==> config.mk <==
export PLATFORM = sky130hd
export DESIGN_NAME = vga_sync_gen
export DESIGN_NICKNAME = d
export VERILOG_FILES = /design/src/rtl/vga_pkg.sv /design/src/rtl/vga_pix_tick.sv /design/src/rtl/vga_sync_gen.sv
export SDC_FILE = /design/constraint.sdc
export NUM_CORES = 1
export LEC_CHECK = 0
export ABC_AREA = 1
export BUFFER_PORTS_ARGS = -buffer_cell sky130_fd_sc_hd__buf_2
export CAP_MARGIN = 20
export CORE_MARGIN = 4
export CORE_UTILIZATION = 35
export CTS_CLUSTER_SIZE = 16
export DETAILED_ROUTE_END_ITERATION = 10
export GPL_TIMING_DRIVEN = 0
export PLACE_DENSITY = 0.55
export SYNTH_ARGS = -nofsm -noshare
export SYNTH_HDL_FRONTEND = slang
export SYNTH_HIERARCHICAL = 1
export SYNTH_SLANG_ARGS = --single-unit
export TNS_END_PERCENT = 20
==> constraint.sdc <==
create_clock -name clk_i -period 3.2 [get_ports clk_i]
set_clock_uncertainty 0.05 [all_clocks]
set_input_delay 0.16 -clock clk_i [delete_from_list [all_inputs] [get_ports clk_i]]
set_output_delay 0.16 -clock clk_i [all_outputs]
set_load 0.01 [all_outputs]
==> src/rtl/vga_pkg.sv <==
// VGA 640x480@60 timing constants and coordinate type shared by the sync generator.
package vga_pkg;
  localparam int CLK_DIV  = 4;
  localparam int H_ACTIVE = 640;
  localparam int H_FP     = 16;
  localparam int H_SYNC   = 96;
  localparam int H_BP     = 48;
  localparam int H_TOTAL  = H_ACTIVE + H_FP + H_SYNC + H_BP;
  localparam int V_ACTIVE = 480;
  localparam int V_FP     = 10;
  localparam int V_SYNC   = 2;
  localparam int V_BP     = 33;
  localparam int V_TOTAL  = V_ACTIVE + V_FP + V_SYNC + V_BP;
  localparam int H_SYNC_START = H_ACTIVE + H_FP;
  localparam int H_SYNC_END   = H_SYNC_START + H_SYNC - 1;
  localparam int V_SYNC_START = V_ACTIVE + V_FP;
  localparam int V_SYNC_END   = V_SYNC_START + V_SYNC - 1;
  localparam bit SYNC_POL = 1'b0;
  localparam int COORD_W  = 10;

  typedef logic [COORD_W-1:0] coord_t;

  function automatic logic in_window(input coord_t v, input coord_t lo, input coord_t hi);
    return (v >= lo) && (v <= hi);
  endfunction
endpackage

==> src/rtl/vga_pix_tick.sv <==
// Pixel-rate enable: one-cycle tick every CLK_DIV clk_i cycles, asserted on the
// last cycle of each pixel period; no derived clock.
module vga_pix_tick #(
  parameter int CLK_DIV = 4
) (
  input  logic clk_i,
  input  logic rst_i,
  output logic tick_o
);
  localparam int CNT_W = (CLK_DIV > 1) ? $clog2(CLK_DIV) : 1;
  localparam logic [CNT_W-1:0] CNT_LAST = CNT_W'(CLK_DIV - 1);

  logic [CNT_W-1:0] cnt_q, cnt_d;

  always_comb begin
    cnt_d = cnt_q + CNT_W'(1);
    if (cnt_q == CNT_LAST) cnt_d = '0;
  end

  always_ff @(posedge clk_i) begin
    if (rst_i) cnt_q <= '0;
    else       cnt_q <= cnt_d;
  end

  assign tick_o = (cnt_q == CNT_LAST);
endmodule

==> src/rtl/vga_sync_gen.sv <==
// VGA timing generator: h/v counters advanced by the pixel tick, with every output
// registered once so all of them lag the counters by exactly one clk_i.
module vga_sync_gen
  import vga_pkg::*;
#(
  parameter int CLK_DIV  = vga_pkg::CLK_DIV,
  parameter int H_ACTIVE = vga_pkg::H_ACTIVE,
  parameter int H_FP     = vga_pkg::H_FP,
  parameter int H_SYNC   = vga_pkg::H_SYNC,
  parameter int H_BP     = vga_pkg::H_BP,
  parameter int V_ACTIVE = vga_pkg::V_ACTIVE,
  parameter int V_FP     = vga_pkg::V_FP,
  parameter int V_SYNC   = vga_pkg::V_SYNC,
  parameter int V_BP     = vga_pkg::V_BP,
  parameter bit SYNC_POL = vga_pkg::SYNC_POL
) (
  input  logic         clk_i,
  input  logic         rst_i,
  output logic         hsync_o,
  output logic         vsync_o,
  output logic         video_on_o,
  output logic [COORD_W-1:0] x_o,
  output logic [COORD_W-1:0] y_o,
  output logic         pix_tick_o,
  output logic         frame_start_o
);
  localparam coord_t H_LAST = coord_t'(H_ACTIVE + H_FP + H_SYNC + H_BP - 1);
  localparam coord_t V_LAST = coord_t'(V_ACTIVE + V_FP + V_SYNC + V_BP - 1);
  localparam coord_t H_ACT  = coord_t'(H_ACTIVE);
  localparam coord_t V_ACT  = coord_t'(V_ACTIVE);
  localparam coord_t HS_LO  = coord_t'(H_ACTIVE + H_FP);
  localparam coord_t HS_HI  = coord_t'(H_ACTIVE + H_FP + H_SYNC - 1);
  localparam coord_t VS_LO  = coord_t'(V_ACTIVE + V_FP);
  localparam coord_t VS_HI  = coord_t'(V_ACTIVE + V_FP + V_SYNC - 1);

  logic   tick;
  coord_t h_cnt_q, h_cnt_d, v_cnt_q, v_cnt_d;
  coord_t x_d, y_d;
  logic   hsync_d, vsync_d, video_on_d, pix_tick_d, frame_start_d;

  vga_pix_tick #(.CLK_DIV(CLK_DIV)) u_pix_tick (
    .clk_i  (clk_i),
    .rst_i  (rst_i),
    .tick_o (tick)
  );

  always_comb begin
    h_cnt_d = h_cnt_q;
    v_cnt_d = v_cnt_q;
    if (tick) begin
      if (h_cnt_q == H_LAST) begin
        h_cnt_d = '0;
        v_cnt_d = (v_cnt_q == V_LAST) ? '0 : v_cnt_q + coord_t'(1);
      end else begin
        h_cnt_d = h_cnt_q + coord_t'(1);
      end
    end
  end

  // Output decode works on the current counters; the register below adds the one-cycle lag.
  always_comb begin
    x_d           = h_cnt_q;
    y_d           = v_cnt_q;
    pix_tick_d    = tick;
    video_on_d    = (h_cnt_q < H_ACT) && (v_cnt_q < V_ACT);
    frame_start_d = tick && (h_cnt_q == '0) && (v_cnt_q == '0);
    hsync_d       = in_window(h_cnt_q, HS_LO, HS_HI) ? SYNC_POL : ~SYNC_POL;
    vsync_d       = in_window(v_cnt_q, VS_LO, VS_HI) ? SYNC_POL : ~SYNC_POL;
  end

  always_ff @(posedge clk_i) begin
    if (rst_i) begin
      h_cnt_q       <= '0;
      v_cnt_q       <= '0;
      x_o           <= '0;
      y_o           <= '0;
      pix_tick_o    <= 1'b0;
      video_on_o    <= 1'b0;
      frame_start_o <= 1'b0;
      hsync_o       <= ~SYNC_POL;
      vsync_o       <= ~SYNC_POL;
    end else begin
      h_cnt_q       <= h_cnt_d;
      v_cnt_q       <= v_cnt_d;
      x_o           <= x_d;
      y_o           <= y_d;
      pix_tick_o    <= pix_tick_d;
      video_on_o    <= video_on_d;
      frame_start_o <= frame_start_d;
      hsync_o       <= hsync_d;
      vsync_o       <= vsync_d;
    end
  end
endmodule

==> impl_metrics.env <==
export IMPL_hp_start="rst_i"
export IMPL_startpoint="u_pix_tick/cnt_q[0]"
export IMPL_final_common_cell="nor2_1"
export IMPL_core_area_um2=5238
export IMPL_worstReg2RegEnd="v_cnt_q[9]"
export IMPL_rsz0062_at_grt="false"
export IMPL_grt_pass1_wl_mm=7.203
export IMPL_synth_async_reset_ratio_pct=0
export IMPL_synth_cells=262
export IMPL_start_kind="flop"
export IMPL_pwr_density_cell_nw_per_um2=433.9
export IMPL_ys_ff_latch=47
export IMPL_status="finished clean"
export IMPL_wl_per_cell_um=11.52
export IMPL_synth_cell_area_um2=1941
export IMPL_dpl_cell_area_um2=2158
export IMPL_seq_area_um2=940.9
export IMPL_finalSetupViolCount=0
export IMPL_whs_ns=0.07196
export IMPL_synth_edf_count=0
export IMPL_cts_tree="yes"
export IMPL_cts_resized=0
export IMPL_cap_violations=0
export IMPL_fp_dieW_um=82.46
export IMPL_route_detailed_drc=0
export IMPL_dr_max_layer_used="met4"
export IMPL_cts_root_buffer="clkbuf_8"
export IMPL_crit_type="flop to flop"
export IMPL_end_kind="flop"
export IMPL_cp_max_fo=8
export IMPL_endpoint="v_cnt_q[9]"
export IMPL_dp_hpwl_mm=3.209
export IMPL_reg2regPathDepth=6
export IMPL_cts_buffers=5
export IMPL_drive_gt1_share_pct=15.54
export IMPL_overflow=0
export IMPL_area_delta_synth_final_pct=15.41
export IMPL_diodes=0
export IMPL_multi_input_area_um2=853.3
export IMPL_syn_num_nets=269
export IMPL_met1_length_mm=2.123
export IMPL_ir_worst_vdd_uv=168.8
export IMPL_track_usage_pct=14.17
export IMPL_fillers=574
export IMPL_crit_cells=6
export IMPL_clk_path_buf_depth=2
export IMPL_initial_core_util_pct=37.05
export IMPL_max_clock_freq_mhz=581.9
export IMPL_worst_pin_slew_ns=0.4939
export IMPL_max_slew_margin_pct=67.07
export IMPL_grt_pass1_vias=1532
export IMPL_stdcell_area_um2=2240
export IMPL_die_area_um2=6800
export IMPL_chipHeight_um=82.46
export IMPL_finalCritPeriodShare_pct=53.71
export IMPL_drt_iter0_markers=126
export IMPL_hold_buffers=0
export IMPL_crit_chain="ha_1 -> inv_2 -> nor3_4 -> nand2_1 -> nor3_1 -> nor2_1"
export IMPL_yosysWarnings=6
export IMPL_cts_max_level=2
export IMPL_ios=27
export IMPL_antenna_found_initial=0
export IMPL_drtPass1Iterations=4
export IMPL_place_ws_ns=1.458
export IMPL_postCtsSetupRepairBufs=0
export IMPL_final_max_slew_viol_count=0
export IMPL_slowest_delay_ns=0.36
export IMPL_layout_common_cells="58 x nor2_1, 55 x nand2_1, 47 x dfxtp_1"
export IMPL_final_setup_tns_ns=0
export IMPL_met2_length_mm=1.769
export IMPL_period_needed_ns=1.719
export IMPL_synth_cell_type_count=22
export IMPL_drt_total_wl_mm=4.217
export IMPL_clk_pin_slew_worst_paths_ns=0.08
export IMPL_cp_required_ns=3.35
export IMPL_slowest_stage="ha_1"
export IMPL_finalHoldViolations=0
export IMPL_setup_ws_ns=1.481
export IMPL_clk_latency_ns=0.30
export IMPL_rows=26
export IMPL_port_buffers=26
export IMPL_yosysSeqAreaShare_pct=48.48
export IMPL_r2r_start="u_pix_tick/cnt_q[0]"
export IMPL_gp_congestion=0.9025
export IMPL_critical_path_top_delay_family="simple AND/OR/NAND/NOR gates"
export IMPL_p_total_w=0.0009717
export IMPL_worstHoldPathType="input pin to flop"
export IMPL_cellLeakagePower_nw=1.054
export IMPL_avgSynthCellArea_um2=7.407
export IMPL_synthFlopType="dfxtp_1"
export IMPL_nets=302
export IMPL_via_per_inst=4.552
export IMPL_reg2reg_slack_ns=1.48
export IMPL_route_met3_wl_um=260
export IMPL_arrival_ns=1.87
export IMPL_path_buf_inv=1
export IMPL_route_vias_total=1666
export IMPL_ant_nets=0
export IMPL_clkSinkCount=47
export IMPL_grt_max_degree=14
==> cells in the mapped netlist, types with 2 or more instances <==
master,number,area [um^2]
nor2_2,2,12.51
dfxtp_1,47,940.9
a21oi_1,6,30.03
nor2_1,58,217.7
nor3_4,2,32.53
nand3_2,3,30.03
nand2_1,55,206.5
o21ai_0,5,25.02
nand2_4,2,22.52
nand3_1,18,90.09
clkbuf_1,2,7.510
ha_1,5,62.56
inv_2,4,15.01
inv_1,32,120.1
nand4_1,4,25.02
nor4_1,3,18.77
nor3_1,9,45.04
==> metal layers <==
| layer | global-route usage, % | vias up |
|---|---|---|
| met5 | 0 | - |
| met4 | 5.482 | 0 |
| met3 | 3.905 | 7 |
| met2 | 20.75 | 41 |
| met1 | 19.61 | 730 |
| li1 | - | 888 |
==> tightest hold or removal path, stage by stage <==
cell	delay (ns)
buf_2	0.09
inv_1	0.03
nand2_1	0.07
nor2_1	0.04
==> stage by stage <==
step	cells	util (%)
global route	366	42.76
finish	366	42.76
detailed placement	358	41.21
floorplan	262	-
CTS	366	42.76
global placement	358	41.21
==> final cells by class <==
class                           instances  area share, %
Buffer                                  3         0.5028
Multi-Input combinational cell        176          38.10
Tap cell                               70          3.911
Clock buffer                            7          3.408
Clock inverter                          1         0.2235
Inverter                               36          6.034
Timing Repair Buffer                   26          5.810
Sequential cell                        47          42.01
==> sequential cells by signal (all words and copies together) (netlist names), 2 cells and up <==
signal            flops
h_cnt_q              10
v_cnt_q              10
x_o                  10
y_o                  10
u_pix_tick/cnt_q      2
==> power by group <==
part / total (W) / switching, W / internal [W]
Combinational: 0.0000375 / 0.0000262 / 0.0000114
Sequential: 0.000593 / 0.00000268 / 0.000590
Clock: 0.000341 / 0.000188 / 0.000153
==> cells by family (layout without fill, tap and decap cells) <==
| logic type | count (synthesis) | count (layout) | synth area share, % |
|---|---|---|---|
| buffers and inverters | 39 | 73 | 7.543 |
| AND/OR/NAND/NOR | 158 | 158 | 37.07 |
| adder cells (fa/ha/maj) | 5 | 5 | 3.224 |
| flip-flops | 47 | 47 | 48.48 |
| AO/OA/AOI/OAI | 13 | 13 | 3.675 |
==> worst min path at each step <==
stage / end / depth (start not counted)
after CTS: u_pix_tick/cnt_q[1] / 4
final: u_pix_tick/cnt_q[1] / 4
after global routing: u_pix_tick/cnt_q[1] / 4
after detailed placement: u_pix_tick/cnt_q[0] / 1
after floorplan: u_pix_tick/cnt_q[1] / 3
after global placement: u_pix_tick/cnt_q[0] / 1
Note: power is estimated with default switching activity, not from simulation.
